===== src/rtl/music_addr_sequencer_pkg.sv =====
// Shared types and default address bounds for the music address sequencer.
package music_pkg;

    typedef logic [22:0] addr_t;

    localparam addr_t DEF_START_ADDR = 23'h0;
    localparam addr_t DEF_END_ADDR   = 23'h7FFFF;

    typedef enum logic [2:0] {
        IDLE,
        REQ,
        WAIT_DATA,
        PLAY_FIRST,
        PLAY_SECOND,
        ADVANCE,
        DONE
    } seq_state_t;

endpackage


===== src/rtl/music_addr_sequencer_if.sv =====
// Avalon-MM read-only bus between the sequencer (master) and the flash controller (slave).
interface music_addr_sequencer_if;
    import music_pkg::*;

    logic        flash_read;
    addr_t       flash_address;
    logic        flash_waitrequest;
    logic [31:0] flash_readdata;
    logic        flash_readdatavalid;

    modport master (
        output flash_read,
        output flash_address,
        input  flash_waitrequest,
        input  flash_readdata,
        input  flash_readdatavalid
    );

    modport slave (
        input  flash_read,
        input  flash_address,
        output flash_waitrequest,
        output flash_readdata,
        output flash_readdatavalid
    );

endinterface


===== src/rtl/music_addr_sequencer_unpacker.sv =====
// Picks one 16-bit sample out of a packed word; playing backward reverses the order of the halves.
// Purely combinational, no latency, no flow control.
module sample_unpacker (
    input  logic [31:0] word,
    input  logic        forward,
    input  logic        second,
    output logic [15:0] sample
);

    // The low half is earlier in time, so it comes first forward and second backward.
    assign sample = (forward ^ second) ? word[15:0] : word[31:16];

endmodule


===== src/rtl/music_addr_sequencer.sv =====
// Streams packed 16-bit samples from flash, one per accepted sample_tick (MUSIC_SEQ_LOOP_EN wraps at the bounds).
// Latency: audio_valid one cycle after the tick; a single Avalon read in flight, held while waitrequest is high.
// Backpressure: pause stalls ticks and new reads; a restart never aborts a read that is already on the bus.
module music_addr_sequencer
    import music_pkg::*;
#(
    parameter addr_t START_ADDR = DEF_START_ADDR,
    parameter addr_t END_ADDR   = DEF_END_ADDR
) (
    input  logic                   clk,
    input  logic                   reset,
    input  logic                   sample_tick,
    input  logic                   rst_cmd,
    input  logic                   direction,
    input  logic                   pause,
    input  addr_t                  initial_address,
    music_addr_sequencer_if.master flash,
    output logic [15:0]            audio_data,
    output logic                   audio_valid,
    output logic                   done
);

`ifdef MUSIC_SEQ_LOOP_EN
    localparam bit LOOP_EN = 1'b1;
`else
    localparam bit LOOP_EN = 1'b0;
`endif

    seq_state_t  state;
    addr_t       addr;
    logic [31:0] word;
    logic        restart_pend;
    logic        done_q;
    logic [15:0] sample;
    logic        at_boundary;
    logic        tick_ok;
    logic        restart_now;

    sample_unpacker u_unpack (
        .word    (word),
        .forward (direction),
        .second  (state == PLAY_SECOND),
        .sample  (sample)
    );

    assign at_boundary = direction ? (addr == END_ADDR) : (addr == START_ADDR);
    // Refusing a tick right after a strobe keeps audio_valid from firing on consecutive cycles.
    assign tick_ok     = sample_tick && !pause && !audio_valid;
    assign restart_now = restart_pend &&
                         (state inside {IDLE, PLAY_FIRST, PLAY_SECOND, ADVANCE, DONE});
    assign done        = LOOP_EN ? 1'b0 : done_q;

    always_ff @(posedge clk or negedge reset) begin
        if (!reset) begin
            state               <= IDLE;
            addr                <= START_ADDR;
            word                <= '0;
            restart_pend        <= 1'b0;
            done_q              <= 1'b0;
            audio_data          <= '0;
            audio_valid         <= 1'b0;
            flash.flash_read    <= 1'b0;
            flash.flash_address <= '0;
        end else begin
            audio_valid <= 1'b0;
            if (rst_cmd) begin
                restart_pend <= 1'b1;
            end

            if (restart_now) begin
                state        <= IDLE;
                addr         <= initial_address;
                done_q       <= 1'b0;
                restart_pend <= rst_cmd;
            end else begin
                case (state)
                    IDLE: begin
                        if (!pause) begin
                            state               <= REQ;
                            flash.flash_read    <= 1'b1;
                            flash.flash_address <= addr;
                        end
                    end
                    REQ: begin
                        if (!flash.flash_waitrequest) begin
                            state            <= WAIT_DATA;
                            flash.flash_read <= 1'b0;
                        end
                    end
                    WAIT_DATA: begin
                        // A restart requested mid-read lets the read finish and drops its data.
                        if (flash.flash_readdatavalid) begin
                            if (restart_pend) begin
                                state        <= IDLE;
                                addr         <= initial_address;
                                done_q       <= 1'b0;
                                restart_pend <= rst_cmd;
                            end else begin
                                word  <= flash.flash_readdata;
                                state <= PLAY_FIRST;
                            end
                        end
                    end
                    PLAY_FIRST: begin
                        if (tick_ok) begin
                            audio_data  <= sample;
                            audio_valid <= 1'b1;
                            state       <= PLAY_SECOND;
                        end
                    end
                    PLAY_SECOND: begin
                        if (tick_ok) begin
                            audio_data  <= sample;
                            audio_valid <= 1'b1;
                            state       <= ADVANCE;
                        end
                    end
                    ADVANCE: begin
                        state <= IDLE;
                        if (!at_boundary) begin
                            addr <= direction ? addr + 23'd1 : addr - 23'd1;
                        end else if (LOOP_EN) begin
                            addr <= direction ? START_ADDR : END_ADDR;
                        end else begin
                            state  <= DONE;
                            done_q <= 1'b1;
                        end
                    end
                    DONE: begin
                        state <= DONE;
                    end
                    default: begin
                        state <= IDLE;
                    end
                endcase
            end
        end
    end

endmodule


===== src/flat_wrapper.sv =====
// flat-port wrapper written by rule: the top's interface ports become plain ports
module music_addr_sequencer_flat import music_pkg::*;
#(
    parameter addr_t START_ADDR = DEF_START_ADDR,
    parameter addr_t END_ADDR   = DEF_END_ADDR
)
  (clk, reset, sample_tick, rst_cmd, direction, pause, initial_address, audio_data, audio_valid, done, flash_flash_read, flash_flash_address, flash_flash_waitrequest, flash_flash_readdata, flash_flash_readdatavalid);
  music_addr_sequencer_if flash_i ();
  input  logic clk;
  input  logic reset;
  input  logic sample_tick;
  input  logic rst_cmd;
  input  logic direction;
  input  logic pause;
  input  addr_t initial_address;
  output logic [15:0] audio_data;
  output logic audio_valid;
  output logic done;
  output wire logic [$bits(flash_i.flash_read)-1:0] flash_flash_read;
  output wire logic [$bits(flash_i.flash_address)-1:0] flash_flash_address;
  input wire logic [$bits(flash_i.flash_waitrequest)-1:0] flash_flash_waitrequest;
  input wire logic [$bits(flash_i.flash_readdata)-1:0] flash_flash_readdata;
  input wire logic [$bits(flash_i.flash_readdatavalid)-1:0] flash_flash_readdatavalid;
  assign flash_flash_read = flash_i.flash_read;
  assign flash_flash_address = flash_i.flash_address;
  assign flash_i.flash_waitrequest = flash_flash_waitrequest;
  assign flash_i.flash_readdata = flash_flash_readdata;
  assign flash_i.flash_readdatavalid = flash_flash_readdatavalid;
  music_addr_sequencer #(.START_ADDR(START_ADDR), .END_ADDR(END_ADDR)) u_core (.clk(clk), .reset(reset), .sample_tick(sample_tick), .rst_cmd(rst_cmd), .direction(direction), .pause(pause), .initial_address(initial_address), .flash(flash_i), .audio_data(audio_data), .audio_valid(audio_valid), .done(done));
endmodule

===== config.mk =====
export PLATFORM = sky130hd
export DESIGN_NAME = music_addr_sequencer_flat
export DESIGN_NICKNAME = d
export VERILOG_FILES = /design/src/rtl/music_addr_sequencer_pkg.sv /design/src/rtl/music_addr_sequencer_if.sv /design/src/rtl/music_addr_sequencer_unpacker.sv /design/src/rtl/music_addr_sequencer.sv /design/src/flat_wrapper.sv
export SDC_FILE = /design/constraint.sdc
export NUM_CORES = 1
export LEC_CHECK = 0
export BUFFER_PORTS_ARGS = -buffer_cell sky130_fd_sc_hd__buf_2
export CAP_MARGIN = 10
export CORE_UTILIZATION = 45
export CTS_BUF_LIST = sky130_fd_sc_hd__clkbuf_8
export DETAILED_ROUTE_END_ITERATION = 10
export PLACE_DENSITY = 0.66
export SLEW_MARGIN = 10
export SYNTH_ARGS = -nofsm -noshare
export SYNTH_HDL_FRONTEND = slang
export SYNTH_SLANG_ARGS = --single-unit

===== constraint.sdc =====
create_clock -name clk -period 4.5 [get_ports clk]
set_input_delay 1.35 -clock clk [delete_from_list [all_inputs] [get_ports clk]]
set_output_delay 1.35 -clock clk [all_outputs]
set_load 0.05 [all_outputs]

==> results.md, run 1 <==
- Max cap viols: 0
- Core area: around 12,000 um2
- Pins Over Slew Limit: 0
- Reg2Reg Setup Slack: around 1.8 ns
- Post_cts resized: 0
- I/O Buffers: 104
- Post-Syn Area: 5610 um2
- DIE AREA: roughly 13,000 um2
- Minimum clock period: between 3 and 4 ns
- Worst Hold Class: reg -> reg
- RSZ-0062 raised after global routing: no
- Share of cells above drive strength 1: 0.294
- Worst vdd ir: ~0.37 mV
- Pre-CTS setup slack: 0.576 ns
- CP Class: in -> reg
- # nets final: approximately 750
- Fin. Hold Viols: 0
- Vias in the first global route: 4,410
- Slew Limit Headroom: 0.545
- Drt total wl: approximately 13 mm
- Setup slack after layout: 0.941 ns
- # DRC: 0
- DR vias: 4,602
- Power per cell area: 720 nW/um2
- Required time of the worst setup path: approximately 4.8 ns
- Vias per cell: approximately 5.5
- Initial antenna violation count: 0
- Top-count cell post-synth: dfrtp_1
- Fmax: approximately 280 MHz
- Post-detail-place hpwl: about 9.6 mm
- Fin Setup TNS: 0 ns
- CTS clk-pin slew, worst paths: around 0.11 ns
- ANT nets after route: 0
- Sequential fraction of the synthesis area: 0.451
- Crit share post-route: 0.791
- Setup bufs post-CTS: 0
- Clock sinks: 101
- Cts bufs inserted: 9
- Clock Path Buffers: 2
- Crit path launch type: input port
- Setup violations, final: 0
- Result of the run: complete, no violations
- Ys Warns: 0
- First DRT Iteration DRCs: between 200 and 300
- Die Wd: ~110 um
- Global route total overflow: 0
- Crit-path max FO: 9
- Slew @ Worst Pin: approximately 0.7 ns
- H-tree depth: 3
- Site row count: 40
- CTS tree: built
- Post-Syn Nets: 650
- DR pass1 iterations: 5
- Seq cells post-synth: ~100
- Largest net degree at the start of global routing: 45
- GP Congestion: ~0.86
- Synth Area per Inst: between 9 and 10 um2
- Static Leak: around 3 nW
- Clk_skew: approximately 0.017 ns
- Post-synth top area cell: dfrtp_1
- Die Height: 114 um
- Avg WL per Cell: 15.7 um
- Post-synth top area share: 0.451
- Gr usage total: 0.215
- Synth cell types: 57
- Share of flip-flops with an asynchronous set or reset: 1.00
- First-pass GRT wire length: approximately 22 mm
- Post-Synthesis Cells: roughly 570
- Clock root buffer: clkbuf_8
- Post-synth top cells: dfrtp_1 (101), nand2_1 (62), mux2_2 (49), o21ai_0 (45), a21oi_1 (42)
- Initial Util: 0.465
- Antenna Cells: 0
- Crit path capture type: register
- Fin util: 0.539
- Synth area leaders: dfrtp_1 (45%), mux2_2 (9.8%), ha_1 (4.7%)
- Synthesis-to-finish area growth: 15.9%
- Dominant synthesized flop cell: dfrtp_1
- Critical Path AT: around 3.8 ns
- Hold Buf Count CTS: 0
- Worst-Skew Late Latency: just under 0.4 ns
- Top Ports: around 110
- Post-synth EDFFs: 0
## critical path, cell delays in order
cell	delay [ns]
buf_2	0.18
inv_1	0.20
ha_1	0.40
nor2b_1	0.18
o31a_1	0.29
o2111ai_2	0.19
nand4_2	0.20
a31o_2	0.31
a21oi_1	0.23
mux2i_1	0.22
nand3_1	0.09
## final timing paths
path / startpoint / to / cells past startpoint
setup / recovery: direction / u_core.addr[16] / 11
hold / removal: u_core.audio_data[15] / u_core.audio_data[15] / 2
setup reg to reg: u_core.state[2] / u_core.addr[0] / 9
hold reg to reg: u_core.audio_data[15] / u_core.audio_data[15] / 2
max in group asynchronous: reset / u_core.audio_data[14] / 2
min in group asynchronous: reset / u_core.addr[14] / 1
## cells in the final DEF, fill, tap and decap left out, types with 7 or more instances in the layout
| cell type | netlist | final |
|---|---|---|
| buf_2 | 9 | 103 |
| dfrtp_1 | 101 | 101 |
| nand2_1 | 62 | 62 |
| mux2_2 | 49 | 49 |
| o21ai_0 | 45 | 45 |
| a21oi_1 | 42 | 42 |
| nor2_1 | 32 | 32 |
| nand3_1 | 29 | 29 |
| mux2i_1 | 26 | 26 |
| ha_1 | 21 | 21 |
| buf_4 | 1 | 14 |
| nor3_1 | 12 | 12 |
| inv_1 | 11 | 11 |
| clkbuf_8 | 0 | 10 |
| nand4_1 | 9 | 9 |
| a21o_1 | 8 | 8 |
| nor4_1 | 7 | 7 |
| o21ai_1 | 7 | 7 |
## logic make-up after synthesis
family | after synthesis | share of synthesized area
AOI/OAI and AO/OA | 134 | 0.146
adders and majority gates | 22 | 0.0504
buffers and inverters | 43 | 0.0330
and+or+nand+nor | 176 | 0.150
muxes | 79 | 0.153
DFF | 101 | 0.451
xor gates and xnor gates | 10 | 0.0170
## final cells by class
cell class	count	area [um2]
timing repair buffer	118	632
clock inverter	6	56.3
inverter	11	41.3
multi-input combinational	421	2900
tap	168	210
sequential	101	2530
clock buffer	10	138
fill	1123	5560
## per-layer routing
metal / GRT usage / wire length [um] / vias up
met5: 0 / 0 / -
met4: 0.0728 / 208 / 0
met3: 0.0574 / 785 / 17
met2: 0.337 / 6150 / 124
met1: 0.290 / 6010 / 2218
li1: - / - / 2243
## power breakdown
group	internal [mW]	switching [mW]	total, mW
clock network	0.226	0.346	0.572
logic	0.893	1.55	2.44
registers	1.33	0.340	1.67
total	2.44	2.23	4.68
## flip-flops by register name (all words and copies together) (netlist names)
signal / cells
u_core.restart_pend: 1
u_core.done: 1
u_core.word: 32
u_core.addr: 23
u_core.flash.flash_address: 23
u_core.audio_data: 16
u_core.state: 3
u_core.audio_valid: 1
u_core.flash.flash_read: 1
## through the flow
step	area [um2]	instances	power, mW	hold slack, ns
after floorplan	5610	565	3.53	0.457
after global placement	6290	818	4.04	0.459
after detailed placement	6290	818	4.12	0.465
after CTS	6490	834	4.70	0.489
after global routing	6500	835	5.02	0.508
final	6500	835	4.68	0.481
Power figures use the tool's default switching activity.
==> run 2: changes to the inputs <==
- clock period: 4.5 -> 3.35 ns (I/O delays scaled with it)
==> results.md, run 2 (synthesized netlist as in run 1, its figures left out) <==
- Worst vdd ir: 0.503 mV
- Worst Hold Class: reg -> reg
- First DRT Iteration DRCs: 270
- I/O Buffers: 104
- DR pass1 iterations: 4
- Hold_sp: u_core.audio_data[15]
- Setup slack after layout: ~0.31 ns
- Minimum clock period: ~3 ns
- H-tree depth: 3
- First-pass GRT wire length: about 24 mm
- Crit path launch type: input port
- Avg WL per Cell: about 16 um
- DIE AREA: between 10,000 and 15,000 um2
- Required time of the worst setup path: around 3.6 ns
- Clock sinks: 101
- Critical Path AT: between 3 and 4 ns
- # nets final: between 700 and 800
- Hold path depth: 2
- Clock Path Buffers: 2
- Die Height: roughly 110 um
- Fmax: ~330 MHz
- Synthesis-to-finish area growth: 21.9%
- Power per cell area: approximately 1000 nW/um2
- RSZ-0062 raised after global routing: no
- Pre-CTS setup slack: -0.107 ns
- Slew @ Worst Pin: around 0.58 ns
- Hold Buf Count CTS: 0
- Most common cell after layout, fill and taps aside: buf_2
- Filler instances: between 1,000 and 1,500
- Initial antenna violation count: 0
- Post-route cell area: 6840 um2
- Area of the multi-input gates: 2900 um2
- DR vias: approximately 4,800
- Crit-path max cell delay: between 0.3 and 0.4 ns
- Largest regs: u_core.word x32, u_core.addr x23, u_core.flash.flash_address x23
- Reg2reg end: u_core.addr[16]
- Clock root buffer: clkbuf_8
- CP Class: in -> reg
- Result of the run: complete, no violations
- # DRC: 0
- Biggest register: u_core.word
- CTS clk-pin slew, worst paths: between 0.1 and 0.15 ns
- Vias per cell: roughly 5.5
- Hold EP: u_core.audio_data[15]
- Max reg flops: 32
- Static Leak: between 3 and 4 nW
- Crit-path max FO: 9
- Cts bufs inserted: 9
- Slew Limit Headroom: 0.614
- Share of cells above drive strength 1: 0.332
- Fin. Hold Viols: 0
- Initial Util: 0.465
- ANT nets after route: 0
- Antenna Cells: 0
- Reg2Reg Setup Slack: about 0.92 ns
- Post_cts resized: 0
- Global route total overflow: 0
- Die Wd: between 100 and 150 um
- Vias in the first global route: 4,871
- Depth of the most critical reg-to-reg path: 9
- Pins Over Slew Limit: 0
- Clk_skew: approximately 0.015 ns
- Crit path max-delay cell type: a31oi_1
- Dpl cell area: 6640 um2
- Setup bufs post-CTS: 0
- Max cap viols: 0
- Largest net degree at the start of global routing: 53
- WHS: around 0.48 ns
- Critical Path, Cell by Cell: buf_2 > inv_1 > ha_1 > a21o_1 > nand4_1 > nand3_2 > a31oi_1 > nor3b_1 > o32ai_1 > mux2i_1 > nand3_1
- Core area: between 10,000 and 15,000 um2
- Worst-Skew Late Latency: between 0.3 and 0.4 ns
- GP Congestion: about 0.87
- Post-detail-place hpwl: just over 10 mm
- CTS tree: built
- Site row count: 40
- Crit path capture type: register
- Reg2reg start: u_core.addr[2]
- Crit share post-route: 0.908
- Setup violations, final: 0
- Most frequent cells in the layout: buf_2 (103), dfrtp_1 (101), nand2_1 (62)
- Reg area: roughly 2500 um2
- Top Ports: around 110
- Gr usage total: 0.233
- Drt total wl: ~14 mm
-- run 2: worst max-delay path by stage --
stage,end,cells past startpoint,start,slack (ns)
6_report,u_core.addr[19],11,direction,0.31
5_1_grt,u_core.addr[21],13,direction,0.11
3_5_place_dp,u_core.addr[21],13,direction,-0.11
2_1_floorplan,u_core.addr[18],10,direction,0.006
4_1_cts,u_core.addr[16],11,direction,0.32
3_3_place_gp,u_core.addr[21],13,direction,-0.06
-- run 2: stage by stage --
stage                     utilization  setup TNS [ns]  power [mW]  std cells
final                           0.567               0        6.66        873
after global routing            0.567               0        7.14        873
after global placement          0.550          -0.190        5.79        857
after CTS                       0.567               0        6.69        873
after floorplan                     -               0        4.74        565
after detailed placement        0.550          -0.701        5.88        857
-- run 2: power breakdown --
| part | total, mW | internal [mW] | switching, mW |
|---|---|---|---|
| Combinational | 3.61 | 1.45 | 2.17 |
| Clock | 0.792 | 0.313 | 0.479 |
| Sequential | 2.25 | 1.78 | 0.473 |
| Total | 6.66 | 3.54 | 3.12 |
-- run 2: area by class of cell --
| class | instances | area share |
|---|---|---|
| multi-input cells | 421 | 0.423 |
| repair buffers | 156 | 0.141 |
| clock buffers | 10 | 0.0201 |
| inverters | 11 | 0.00604 |
| well taps | 168 | 0.0307 |
| clock inverters | 6 | 0.00915 |
| flip-flops and latches | 101 | 0.370 |
-- run 2: routing by layer --
| layer | GRT usage | share of wire | vias up |
|---|---|---|---|
| li1 | - | - | 2319 |
| met1 | 0.300 | 0.45 | 2309 |
| met2 | 0.378 | 0.47 | 128 |
| met3 | 0.0606 | 0.060 | 27 |
| met4 | 0.0833 | 0.021 | 0 |
| met5 | 0 | 0 | - |
-- run 2: worst max-delay path: cells and delay by family --
family | cells | cell delay, ns
AOI/OAI and AO/OA | 3 | 0.88
adders and majority gates | 1 | 0.32
buffers and inverters | 2 | 0.43
muxes | 1 | 0.23
and+or+nand+nor | 4 | 0.47
==> run 3: changes to the inputs <==
- PLACE_DENSITY: 0.66 -> 0.67
==> results.md, run 3 (synthesized netlist as in run 1, its figures left out) <==
- Clock root buffer: clkbuf_8
- Site row count: 40
- DIE AREA: ~13,000 um2
- Most common cell after layout, fill and taps aside: buf_2
- GR Layer Usage met1: 0.293
- Filler instances: ~1,100
- WHS: approximately 0.45 ns
- Post-detail-place hpwl: around 10 mm
- Largest regs: u_core.word x32, u_core.addr x23, u_core.flash.flash_address x23
- First DRT Iteration DRCs: 210
- Avg WL per Cell: 15.8 um
- Share of cells above drive strength 1: 0.336
- Crit-path max FO: 10
- Top Ports: 105
- Drt total wl: roughly 14 mm
- Setup violations, final: 0
- Worst-Skew Late Latency: 0.40 ns
- Met2 usage: 0.361
- Setup bufs post-CTS: 0
- Initial antenna violation count: 0
- Slew @ Worst Pin: between 0.5 and 0.6 ns
- Most frequent cells in the layout: buf_2 (103), dfrtp_1 (101), nand2_1 (62)
- Required time of the worst setup path: roughly 3.6 ns
- Reg2reg end: u_core.addr[17]
- Gr usage total: 0.225
- Crit path launch type: input port
- Clk_skew: 0.0158 ns
- Placed insts: 861
- Clock sinks: 101
- Hold Buf Count CTS: 0
- ANT nets after route: 0
- CP Class: in -> reg
- Initial Util: 0.465
- Antenna Cells: 0
- Largest net degree at the start of global routing: 53
- Crit path capture type: register
- Worst Hold Class: in -> async
- # nets final: 789
- Fmax: 329 MHz
- Worst vdd ir: approximately 0.44 mV
- Power per cell area: between 900 and 1000 nW/um2
- Vias in the first global route: 4,596
- Clock Path Buffers: 2
- First-pass GRT wire length: 22.7 mm
- # DRC: 0
- Max reg flops: 32
- GP Congestion: between 0.8 and 0.9
- Synthesis-to-finish area growth: 22.2%
- H-tree depth: 3
- Result of the run: complete, no violations
- Layout Cells excl Fill: 877
- Slew Limit Headroom: 0.658
- Die Wd: ~110 um
- Global route total overflow: 0
- Static Leak: about 3.3 nW
- Vias per cell: 5.39
- Die Height: 114 um
- Cts bufs inserted: 9
- Gr busiest metal: met2
- Max cap viols: 0
- CTS tree: built
- Pins Over Slew Limit: 0
- Depth of the most critical reg-to-reg path: 9
- Core area: between 10,000 and 15,000 um2
- Reg2Reg Setup Slack: between 0.9 and 1 ns
- DR pass1 iterations: 4
- RSZ-0062 raised after global routing: no
- Fin. Hold Viols: 0
- Crit share post-route: 0.908
- I/O Buffers: 104
- CTS clk-pin slew, worst paths: about 0.12 ns
- Critical Path AT: 3.33 ns
- Minimum clock period: 3.04 ns
- Post_cts resized: 0
- DR vias: between 4,000 and 5,000
- Biggest register: u_core.word
- Reg2reg start: u_core.addr[6]
- Total Power: 6.68 mW
- Met3 usage: 0.0680
[run 3: cell type report]
type | instances | area, um2 | area share
Clock inverter | 6 | 60.1 | 0.00876
Multi-Input combinational cell | 421 | 2900 | 0.422
Inverter | 11 | 41.3 | 0.00603
Sequential cell | 101 | 2530 | 0.369
Timing Repair Buffer | 160 | 981 | 0.143
Clock buffer | 10 | 138 | 0.0201
Tap cell | 168 | 210 | 0.0307
[run 3: layer usage]
metal  wire [um]  share of wire
met1        6280           0.45
met2        6540           0.47
met3         849          0.061
met4         175          0.013
met5           0              0
[run 3: worst max path at each step]
stage                           end  depth (start not counted)  slack [ns]  startpoint
floorplan           u_core.addr[18]                         10       0.006   direction
global placement    u_core.addr[16]                         11       -0.03   direction
detailed placement  u_core.addr[16]                         11       -0.11   direction
CTS                 u_core.addr[16]                         11        0.31   direction
global route        u_core.addr[17]                         11        0.11   direction
finish              u_core.addr[17]                         11        0.31   direction
[run 3: worst max-delay path, stage by stage]
cell and delay, ns:
buf_2 0.11, inv_1 0.33, ha_1 0.34, a21oi_1 0.16
o21ai_1 0.10, and3_1 0.22, a211oi_4 0.30, a211oi_1 0.17
a41oi_1 0.28, mux2i_1 0.22, nand3_1 0.09
[run 3: metrics by stage]
step                      instance area, um2  worst slack, ns   util  TNS [ns]
after floorplan                         5610          0.00583      -         0
after global placement                  6660          -0.0273  0.552    -0.118
after detailed placement                6660           -0.106  0.552    -0.636
after CTS                               6850            0.315  0.568         0
after global routing                    6850            0.110  0.568         0
final                                   6850            0.308  0.568         0
[run 3: report_power, final]
group / internal [mW] / leakage (nW) / total, mW / switching (mW)
registers: 1.78 / 1.28 / 2.24 / 0.456
clock network: 0.313 / 0.103 / 0.801 / 0.488
logic: 1.48 / 1.92 / 3.65 / 2.17
total: 3.57 / 3.30 / 6.68 / 3.11
